===== config.mk =====
export PLATFORM = sky130hd
export DESIGN_NAME = decade_stopwatch_ctrl
export DESIGN_NICKNAME = d
export VERILOG_FILES = /design/src/rtl/decade_stopwatch_ctrl.sv
export SDC_FILE = /design/constraint.sdc
export NUM_CORES = 1
export LEC_CHECK = 0
export ABC_CLOCK_PERIOD_IN_PS = 2000
export CAP_MARGIN = 25
export CORE_ASPECT_RATIO = 0.9
export CORE_MARGIN = 3
export CORE_UTILIZATION = 51
export DETAILED_ROUTE_END_ITERATION = 12
export PLACE_DENSITY = 0.78
export SLEW_MARGIN = 20
export SYNTH_ARGS = -nofsm -noshare
export SYNTH_HDL_FRONTEND = slang
export SYNTH_SLANG_ARGS = --single-unit

===== constraint.sdc =====
create_clock -name clk -period 2 [get_ports clk]
set_input_delay 0.4 -clock clk [delete_from_list [all_inputs] [get_ports clk]]
set_output_delay 0.4 -clock clk [all_outputs]
set_load 0.01 [all_outputs]

===== src/rtl/decade_stopwatch_ctrl.sv =====
// Run/pause/clear controller for a cascaded chain of BCD digit counters.
// A prescaler divides the clock into count ticks, gated by an IDLE/RUN/PAUSE FSM.
module decade_stopwatch_ctrl #(
   parameter int DIGITS   = 4,
   parameter int PRESCALE = 10
) (
   input  logic                  clk,
   input  logic                  rst,
   input  logic                  start,
   input  logic                  stop,
   input  logic                  clear,
   output logic [4*DIGITS-1:0]   count,
   output logic                  running,
   output logic                  tick,
   output logic                  overflow
);

   localparam int PW = (PRESCALE > 1) ? $clog2(PRESCALE) : 1;

   typedef enum logic [1:0] {
      IDLE  = 2'd0,
      RUN   = 2'd1,
      PAUSE = 2'd2
   } state_t;

   state_t               state;
   state_t               stateNext;
   logic [PW-1:0]        prescale;
   logic                 advance;
   logic                 terminal;
   logic                 incr;
   logic [4*DIGITS-1:0]  countNext;
   logic                 carry;
   logic                 wrap;
   logic [3:0]           digit;

   // A stop arriving with start outside RUN wins, which leaves the state untouched.
   always_comb begin
      stateNext = state;
      if (clear) begin
         stateNext = IDLE;
      end else begin
         case (state)
            IDLE, PAUSE: if (start && !stop) stateNext = RUN;
            RUN:         if (stop) stateNext = PAUSE;
            default:     stateNext = IDLE;
         endcase
      end
   end

   // The prescaler only moves on RUN edges that are not being stopped or cleared.
   assign advance  = (state == RUN) && !stop && !clear;
   assign terminal = (prescale == PW'(PRESCALE - 1));
   assign incr     = advance && terminal;

   // Ripple the carry through the digits; a carry surviving the top digit is a wrap.
   always_comb begin
      countNext = count;
      carry     = incr;
      digit     = 4'd0;
      for (int i = 0; i < DIGITS; i++) begin
         digit = count[4*i +: 4];
         if (carry) begin
            if (digit >= 4'd9) begin
               countNext[4*i +: 4] = 4'd0;
            end else begin
               countNext[4*i +: 4] = digit + 4'd1;
               carry               = 1'b0;
            end
         end
      end
      wrap = carry;
   end

   always_ff @(posedge clk) begin
      if (rst || clear) begin
         state    <= IDLE;
         prescale <= '0;
         count    <= '0;
         running  <= 1'b0;
         tick     <= 1'b0;
         overflow <= 1'b0;
      end else begin
         state   <= stateNext;
         running <= (stateNext == RUN);
         tick    <= incr;
         if (advance) begin
            prescale <= terminal ? '0 : prescale + PW'(1);
         end
         if (incr) begin
            count <= countNext;
         end
         if (wrap) begin
            overflow <= 1'b1;
         end
      end
   end

endmodule


=== Word-level counts from Yosys, hierarchy flattened ===
Cells that the tools add are included.

* Register bits: 25
* Bits in latches: 0
* Bits in writable memories: 0
* Memory bits (read-only): 0
* Output and inout bits: 19
* Logic and storage cells: 51
* Memories: 0

* $add $sub $neg: 5
* $mul: 0
* Divide/modulo/power cells: 0
* Magnitude comparators: 4
* Equality and inequality tests: 4
* Shifts and indexed selects: 0
* Multiplexer cells: 17
* Bitwise logic cells: 0
* Reductions and logical operators: 12

{| class="wikitable"
|+ Operators by type and width
! cell !! number
|-
| adder 4 x 1 -> 4 bit, second input constant || 5
|-
| two-way mux 4 bit || 5
|-
| greater-or-equal comparator 4 bit, second input constant || 4
|-
| two-way mux 1 bit || 8
|-
| two-way mux 2 bit || 3
|-
| AND reduction 2 bit || 3
|-
| equality test 2 x 1 -> 1 bit, second input constant || 2
|-
| equality test 4 bit, second input constant || 1
|-
| logical AND 1 bit || 4
|-
| case mux 2 bit (2 select lines) || 1
|-
| equality test 2 bit, second input constant || 1
|-
| logical NOT 1 bit || 2
|-
| logical NOT 2 bit || 1
|-
| OR reduction 2 bit || 1
|-
| logical OR 1 bit || 1
|}

=== Logic depth before layout (Yosys ltp) ===
Gate-level depths: netlist of the first run.

* Word-level depth: 8
* Gate-level depth with buffers: 8
* Mapped depth without buffers: 6

=== Least setup slack after synthesis of the first run ===
OpenSTA, ideal clock, no wires.

* Kind: reg2reg
* Start: register count[9]
* End: register count[9]
* Library setup time: 0.071 ns
* Arrival: 1.868 ns
* Required time: 1.929 ns
* Slack: 0.062 ns
* Cell stages (with the launch flop): 7
* Clock period less this slack: 1.938 ns
* Cells stage by stage: dfxtp_1 inv_1 ha_1 or3b_2 and2_1 or4b_1 a21oi_1

* Cells in the longest elaborated chain, start to end: 2
* Elaborated cells on any way between the ends: 3

{| class="wikitable"
|+ Ends and longest elaborated chain
! item !! RTL line !! text
|-
| start: declaration || 12 || <nowiki>output logic [4*DIGITS-1:0] count,</nowiki>
|-
| start signal: assignment || 91 || <nowiki>count <= countNext;</nowiki>
|-
| adder 4 x 1 -> 4 bit or greater-or-equal comparator 4 bit (tied branches) || 67, 64 ||
|-
| two-way mux 4 bit * || 64 || <nowiki>if (digit >= 4'd9) begin</nowiki>
|}

Mark *: on every way between the ends. The rest lies on a longest branch, timed or not.
A chain may end at the register's enable or synchronous reset.

=== Final worst setup path of the first run ===
* Start: input clear
* End: register count[9]

* Cells in the longest elaborated chain, start to end: 6
* Elaborated cells on any way between the ends: 7

{| class="wikitable"
|+ Ends and longest elaborated chain
! item !! RTL line !! text
|-
| start: declaration || 11 || <nowiki>input logic clear,</nowiki>
|-
| logical NOT 1 bit || 52 || <nowiki>assign advance = (state == RUN) && !stop && !clear;</nowiki>
|-
| logical AND 1 bit || 52 ||
|-
| logical AND 1 bit || 54 || <nowiki>assign incr = advance && terminal;</nowiki>
|-
| two-way mux 1 bit (2 in series) || 63 || <nowiki>if (carry) begin</nowiki>
|-
| AND reduction 2 bit (no line) || -- ||
|}

Several ways; a longest one is shown, not always the timed one.

==> results.sh, run 1 <==
export IMPL_p_switching_mw=0.1727
export IMPL_fill_cells=175
export IMPL_start_util_pct=57.54
export IMPL_synth_top_area_share_pct=37.45
export IMPL_skew_ns=0.006620
export IMPL_die_area_um2=3271
export IMPL_setup_slack_ns=0.06535
export IMPL_ios=24
export IMPL_cts_root_buf="clkbuf_4"
export IMPL_clock_sinks=25
export IMPL_arrival_ns=2.19
export IMPL_async_flop_share_pct=0
export IMPL_start_kind="input pin"
export IMPL_yosys_area_top_type="dfxtp_1"
export IMPL_routed_via_density=5.594
export IMPL_power_mw=0.7669
export IMPL_p_int_mw=0.5942
export IMPL_numCtsBuffers=3
export IMPL_syn_area_per_cell_um2=8.909
export IMPL_maxCapViolations=0
export IMPL_cts_reportedPaths_clkPinSlew_ns=0.14
export IMPL_diodes=0
export IMPL_finalCritPeriodShare_pct=96.73
export IMPL_grt_pass1_vias=1159
export IMPL_peakVddDrop_uv=504.8
export IMPL_crit_path_end_kind="register"
export IMPL_route_met2_wl_um=1526
export IMPL_cp_required_ns=2.26
export IMPL_wl_met1_um=1369
export IMPL_rsz0062_at_grt="no"
export IMPL_ant_nets=0
export IMPL_die_y_um=54.56
export IMPL_top_layer_used="met4"
export IMPL_globalplace_congestion=0.8990
export IMPL_ys_seq_elements=25
export IMPL_synthesis_nets=167
export IMPL_combPwrFrac_pct=4.6
export IMPL_cts_tree="yes"
export IMPL_p_sw_share_pct=22.52
export IMPL_worst_hold_path_type="register to register"
export IMPL_outcome="finished, final reports clean"
export IMPL_path_class="input pin to register"
export IMPL_synth_yosys_seq_area_share_pct=37.45
export IMPL_drt_total_wl_um=3077
export IMPL_slowest_delay_ns=0.54
export IMPL_detailedPlace_worstSlack_ns=-0.3723
export IMPL_final_hold_viol_count=0
export IMPL_drt_iter0_markers=42
export IMPL_synthDistinctLibCells=38
export IMPL_hold_slack_ns=0.4701
export IMPL_yosysMostFrequentCell="dfxtp_1"
export IMPL_area_growth_pct=31.27
export IMPL_crit_family="simple AND/OR/NAND/NOR gates"
export IMPL_fmax_mhz=516.9
export IMPL_fin_nets=208
export IMPL_synth_edf_count=0
export IMPL_routedWlPerCell_um=14.18
export IMPL_hold_path_startpoint="overflow$_SDFFE_PP0P_"
export IMPL_synth_area_leaders="dfxtp_1 37%, ha_1 11%, nor2_1 4.5%"
export IMPL_coreArea_um2=2322
export IMPL_cp_cell_sequence="clkdlybuf4s50_1, nor4b_4, nand4_2, buf_4, or4b_4, a21oi_2"
export IMPL_leakage_nw=0.7070
export IMPL_netlist_instances=150
export IMPL_clockBufferDepth=2
export IMPL_synth_flop_cell="dfxtp_1"
export IMPL_worst_pin_slew_ns=0.3009
export IMPL_die_x_um=59.96
export IMPL_synth_area_um2=1336
export IMPL_cts_htree_levels=1
export IMPL_grt_pass1_wl_um=5030
export IMPL_drc=0
export IMPL_powerDensity_nw_per_um2=437.2
export IMPL_maxSlewHeadroom_pct=79.69
export IMPL_startpoint="clear"
export IMPL_final_util_pct=75.54
export IMPL_drive_above_1_share_pct=20.00
export IMPL_rows=16
export IMPL_grt_max_degree=17
export IMPL_fin_crit_ns=1.935
export IMPL_power_frac_clock_pct=30.0
export IMPL_grt_total_usage_pct=20.45
export IMPL_grt_overflow=0
export IMPL_antenna_found_initial=0
export IMPL_insertion_delay_ns=0.32
export IMPL_crit_fanout=6
export IMPL_path_buf_inv=2
export IMPL_slowest_stage="or4b_4"
export IMPL_portBuffers=23
export IMPL_dr_wl_met3_um=139
export IMPL_synthTopCellsByCount="25 x dfxtp_1, 16 x nor2_1, 15 x inv_1"
export IMPL_pwr_share_seq_pct=65.3
export IMPL_rr_startpoint="state[0]$_SDFF_PP0_"
export IMPL_slew_viol_final=0
export IMPL_finalSetupViolCount=0
export IMPL_num_vias=1214
export IMPL_drt_pass1_iterations=4
export IMPL_ys_warnings_count=0
export IMPL_dp_hpwl_um=2329
export IMPL_holdBufCountCts=0
-- path summary, 6_finish.rpt --
check	cells past startpoint	endpoint	slack (ns)
worst max-delay path	6	count[9]$_SDFFE_PP0P_	0.07
worst min register to register	2	overflow$_SDFFE_PP0P_	0.47
worst max register to register	5	count[9]$_SDFFE_PP0P_	0.11
worst min-delay path	2	overflow$_SDFFE_PP0P_	0.47
-- through the flow --
| step | TNS, ns | cells | area, um^2 |
|---|---|---|---|
| after floorplan | 0 | 150 | 1336 |
| final | 0 | 217 | 1754 |
| after detailed placement | -2.493 | 212 | 1697 |
| after global routing | 0 | 217 | 1754 |
| after CTS | 0 | 216 | 1732 |
| after global placement | -1.824 | 212 | 1697 |
-- repair_timing --
item / in CTS / in global routing
endpoints found under the setup margin: 1 / 7
buffers inserted: 0 / 1
pin swaps: 0 / 2
gates resized for setup: 3 / 6
-- placed cells by master (no fill, tap or decap), types with 2 or more instances in the layout --
master	count
or4b_1	2
or2_2	2
clkbuf_4	3
xor2_1	4
mux2i_1	2
nand4_1	2
or4_1	2
inv_1	15
dfxtp_2	3
nor2_1	16
nor3_1	4
or3b_2	3
xnor2_1	3
dfxtp_1	22
buf_4	17
nand3_1	7
nor2b_1	2
o21ai_0	8
nand2_1	6
clkdlybuf4s50_1	22
o211a_1	2
a21oi_1	9
ha_1	12
-- power by group through the flow --
stage | sequential [mW] | clock (mW) | combinational [mW]
global placement | 0.512 | 0 | 0.0339
finish | 0.501 | 0.230 | 0.0353
floorplan | 0.512 | 0 | 0.0137
CTS | 0.501 | 0.231 | 0.0353
detailed placement | 0.512 | 0 | 0.0349
global route | 0.502 | 0.253 | 0.0384
-- registers in the layout (all words and copies together), names as in the netlist --
register	flops
count	16
overflow	1
prescale	4
running	1
state	2
tick	1
-- cell type report --
cell class                 count  area (um^2)  area share (%)
clock buffer                   4        26.28           1.498
inverter                      15        56.30           3.210
multi-input combinational    106        773.2           44.08
sequential                    25        504.2           28.74
tap                           27        33.78           1.926
timing repair buffer          40        360.3           20.54
-- layer usage --
| layer | vias up | track usage [%] |
|---|---|---|
| met5 | - | 0 |
| met4 | 0 | 5.166 |
| met3 | 6 | 4.245 |
| met2 | 41 | 37.77 |
| met1 | 566 | 24.07 |
| li1 | 601 | - |
-- worst min-delay path, stage by stage, from the launching register on --
cell and delay [ns]:
dfxtp_1 0.33, inv_1 0.05, a21oi_1 0.05
-- cell families after synthesis --
| logic type | share of synthesized area [%] |
|---|---|
| flops | 37.45 |
| compound gates | 12.08 |
| mux | 1.498 |
| buf+inv | 5.992 |
| simple gates | 27.15 |
| fa+ha+maj | 11.24 |
| xor+xnor | 4.588 |
(Power assumes the default switching activity.)
==> inputs of run 2 (changes only) <==
ABC_CLOCK_PERIOD_IN_PS = not set   (was 2000)
GPL_ROUTABILITY_DRIVEN = 0   (was not set)
clock period = 2.19 ns   (was 2 ns; I/O delays follow)
==> results.sh, run 2 (synthesis results as in run 1) <==
export IMPL_numCtsBuffers=3
export IMPL_diodes=0
export IMPL_antenna_found_initial=0
export IMPL_ant_nets=0
export IMPL_powerDensity_nw_per_um2=412.5
export IMPL_final_hold_viol_count=0
export IMPL_fin_nets=202
export IMPL_maxSlewHeadroom_pct=69.41
export IMPL_peakVddDrop_uv=447.1
export IMPL_die_x_um=59.96
export IMPL_layout_commonest_cell="dfxtp_1"
export IMPL_drt_iter0_markers=29
export IMPL_num_vias=1147
export IMPL_cts_htree_levels=1
export IMPL_grt_pass1_wl_um=4464
export IMPL_postPlaceCellArea_um2=1659
export IMPL_power_mw=0.6953
export IMPL_placed_cells=207
export IMPL_drt_total_wl_um=2609
export IMPL_rr_endpoint="count[9]$_SDFFE_PP0P_"
export IMPL_rows=16
export IMPL_routed_via_density=5.436
export IMPL_finalSetupViolCount=0
export IMPL_drt_pass1_iterations=4
export IMPL_top_regs="count: 16 flops, prescale: 4 flops, state: 2 flops"
export IMPL_path_class="register to register"
export IMPL_largest_reg_flops=16
export IMPL_area_growth_pct=26.12
export IMPL_cp_required_ns=2.46
export IMPL_finalCritPeriodShare_pct=92.71
export IMPL_leakage_nw=0.6693
export IMPL_maxCapViolations=0
export IMPL_dp_hpwl_um=2076
export IMPL_skew_ns=0.006513
export IMPL_start_util_pct=57.54
export IMPL_start_kind="register"
export IMPL_drive_above_1_share_pct=13.59
export IMPL_holdBufCountCts=0
export IMPL_tns_ns=0
export IMPL_hold_path_startpoint="overflow$_SDFFE_PP0P_"
export IMPL_die_y_um=54.56
export IMPL_grt_total_usage_pct=18.06
export IMPL_drc=0
export IMPL_largest_register="count"
export IMPL_hold_depth=2
export IMPL_slew_viol_final=0
export IMPL_fill_cells=185
export IMPL_fin_crit_ns=2.030
export IMPL_cts_resized=0
export IMPL_clockBufferDepth=2
export IMPL_fmax_mhz=492.5
export IMPL_cts_reportedPaths_clkPinSlew_ns=0.13
export IMPL_rr_startpoint="count[9]$_SDFFE_PP0P_"
export IMPL_worst_pin_slew_ns=0.4550
export IMPL_insertion_delay_ns=0.32
export IMPL_die_area_um2=3271
export IMPL_worst_hold_path_type="register to register"
export IMPL_rsz0062_at_grt="no"
export IMPL_routedWlPerCell_um=12.36
export IMPL_grt_max_degree=17
export IMPL_design_area_um2=1685
export IMPL_ff2ff_setup_slack_ns=0.16
export IMPL_coreArea_um2=2322
export IMPL_hold_end="overflow$_SDFFE_PP0P_"
export IMPL_clock_sinks=25
export IMPL_crit_fanout=5
export IMPL_ios=24
export IMPL_stdcell_count=211
export IMPL_arrival_ns=2.30
export IMPL_ff2ff_path_depth=6
export IMPL_cts_root_buf="clkbuf_4"
export IMPL_final_cell_mix="25 x dfxtp_1, 23 x clkdlybuf4s50_1, 16 x nor2_1"
export IMPL_portBuffers=23
export IMPL_grt_overflow=0
export IMPL_cts_tree="yes"
export IMPL_outcome="finished, final reports clean"
export IMPL_crit_path_end_kind="register"
export IMPL_cts_setup_buffers=0
export IMPL_grt_pass1_vias=1034
-- run 2: worst max-delay path by stage --
stage | start | to | slack, ns | cells after the start
final | count[9]$_SDFFE_PP0P_ | count[9]$_SDFFE_PP0P_ | 0.16 | 6
after CTS | count[9]$_SDFFE_PP0P_ | count[9]$_SDFFE_PP0P_ | 0.15 | 6
after floorplan | count[9]$_SDFFE_PP0P_ | count[9]$_SDFFE_PP0P_ | 0.25 | 6
after global placement | clear | count[10]$_SDFFE_PP0P_ | -0.07 | 6
after detailed placement | clear | count[10]$_SDFFE_PP0P_ | -0.10 | 6
after global routing | count[9]$_SDFFE_PP0P_ | count[9]$_SDFFE_PP0P_ | 0.06 | 6
-- run 2: worst max-delay path, stage by stage (launching register included) --
cell,delay [ns]
dfxtp_1,0.41
inv_1,0.09
ha_1,0.18
or3b_2,0.46
and2_1,0.19
or4b_1,0.51
a21oi_1,0.14
-- run 2: area by class of cell --
class	instances	area, um^2	share of cell area (%)
Timing Repair Buffer	34	312.8	18.56
Multi-Input combinational cell	106	755.7	44.84
Inverter	15	56.30	3.341
Sequential cell	25	500.5	29.70
Tap cell	27	33.78	2.004
Clock buffer	4	26.28	1.559
-- run 2: where the power goes --
| part | total (mW) | leakage, nW | switching (mW) | internal [mW] |
|---|---|---|---|---|
| logic | 0.0311 | 0.453 | 0.0158 | 0.0154 |
| registers | 0.458 | 0.201 | 0.00135 | 0.456 |
| clock network | 0.207 | 0.0150 | 0.135 | 0.0714 |
| total | 0.695 | 0.669 | 0.152 | 0.543 |
-- run 2: stage by stage --
stage          hold WS, ns  util (%)  worst slack, ns
2_1_floorplan       0.4669         -           0.2519
3_3_place_gp        0.4383     71.44         -0.07421
3_5_place_dp        0.4502     71.44          -0.1047
4_1_cts             0.4694     72.58           0.1480
5_1_grt             0.4846     72.58          0.06033
6_report            0.4630     72.58           0.1596
-- run 2: routing by layer --
metal	wire, um	vias up	track usage (%)	part of all wire, %
met4	16	0	3.321	0.61
li1	-	590	-	-
met2	1291	14	32.91	49
met3	85	2	4.245	3.3
met5	0	-	0	0
met1	1216	541	21.76	47
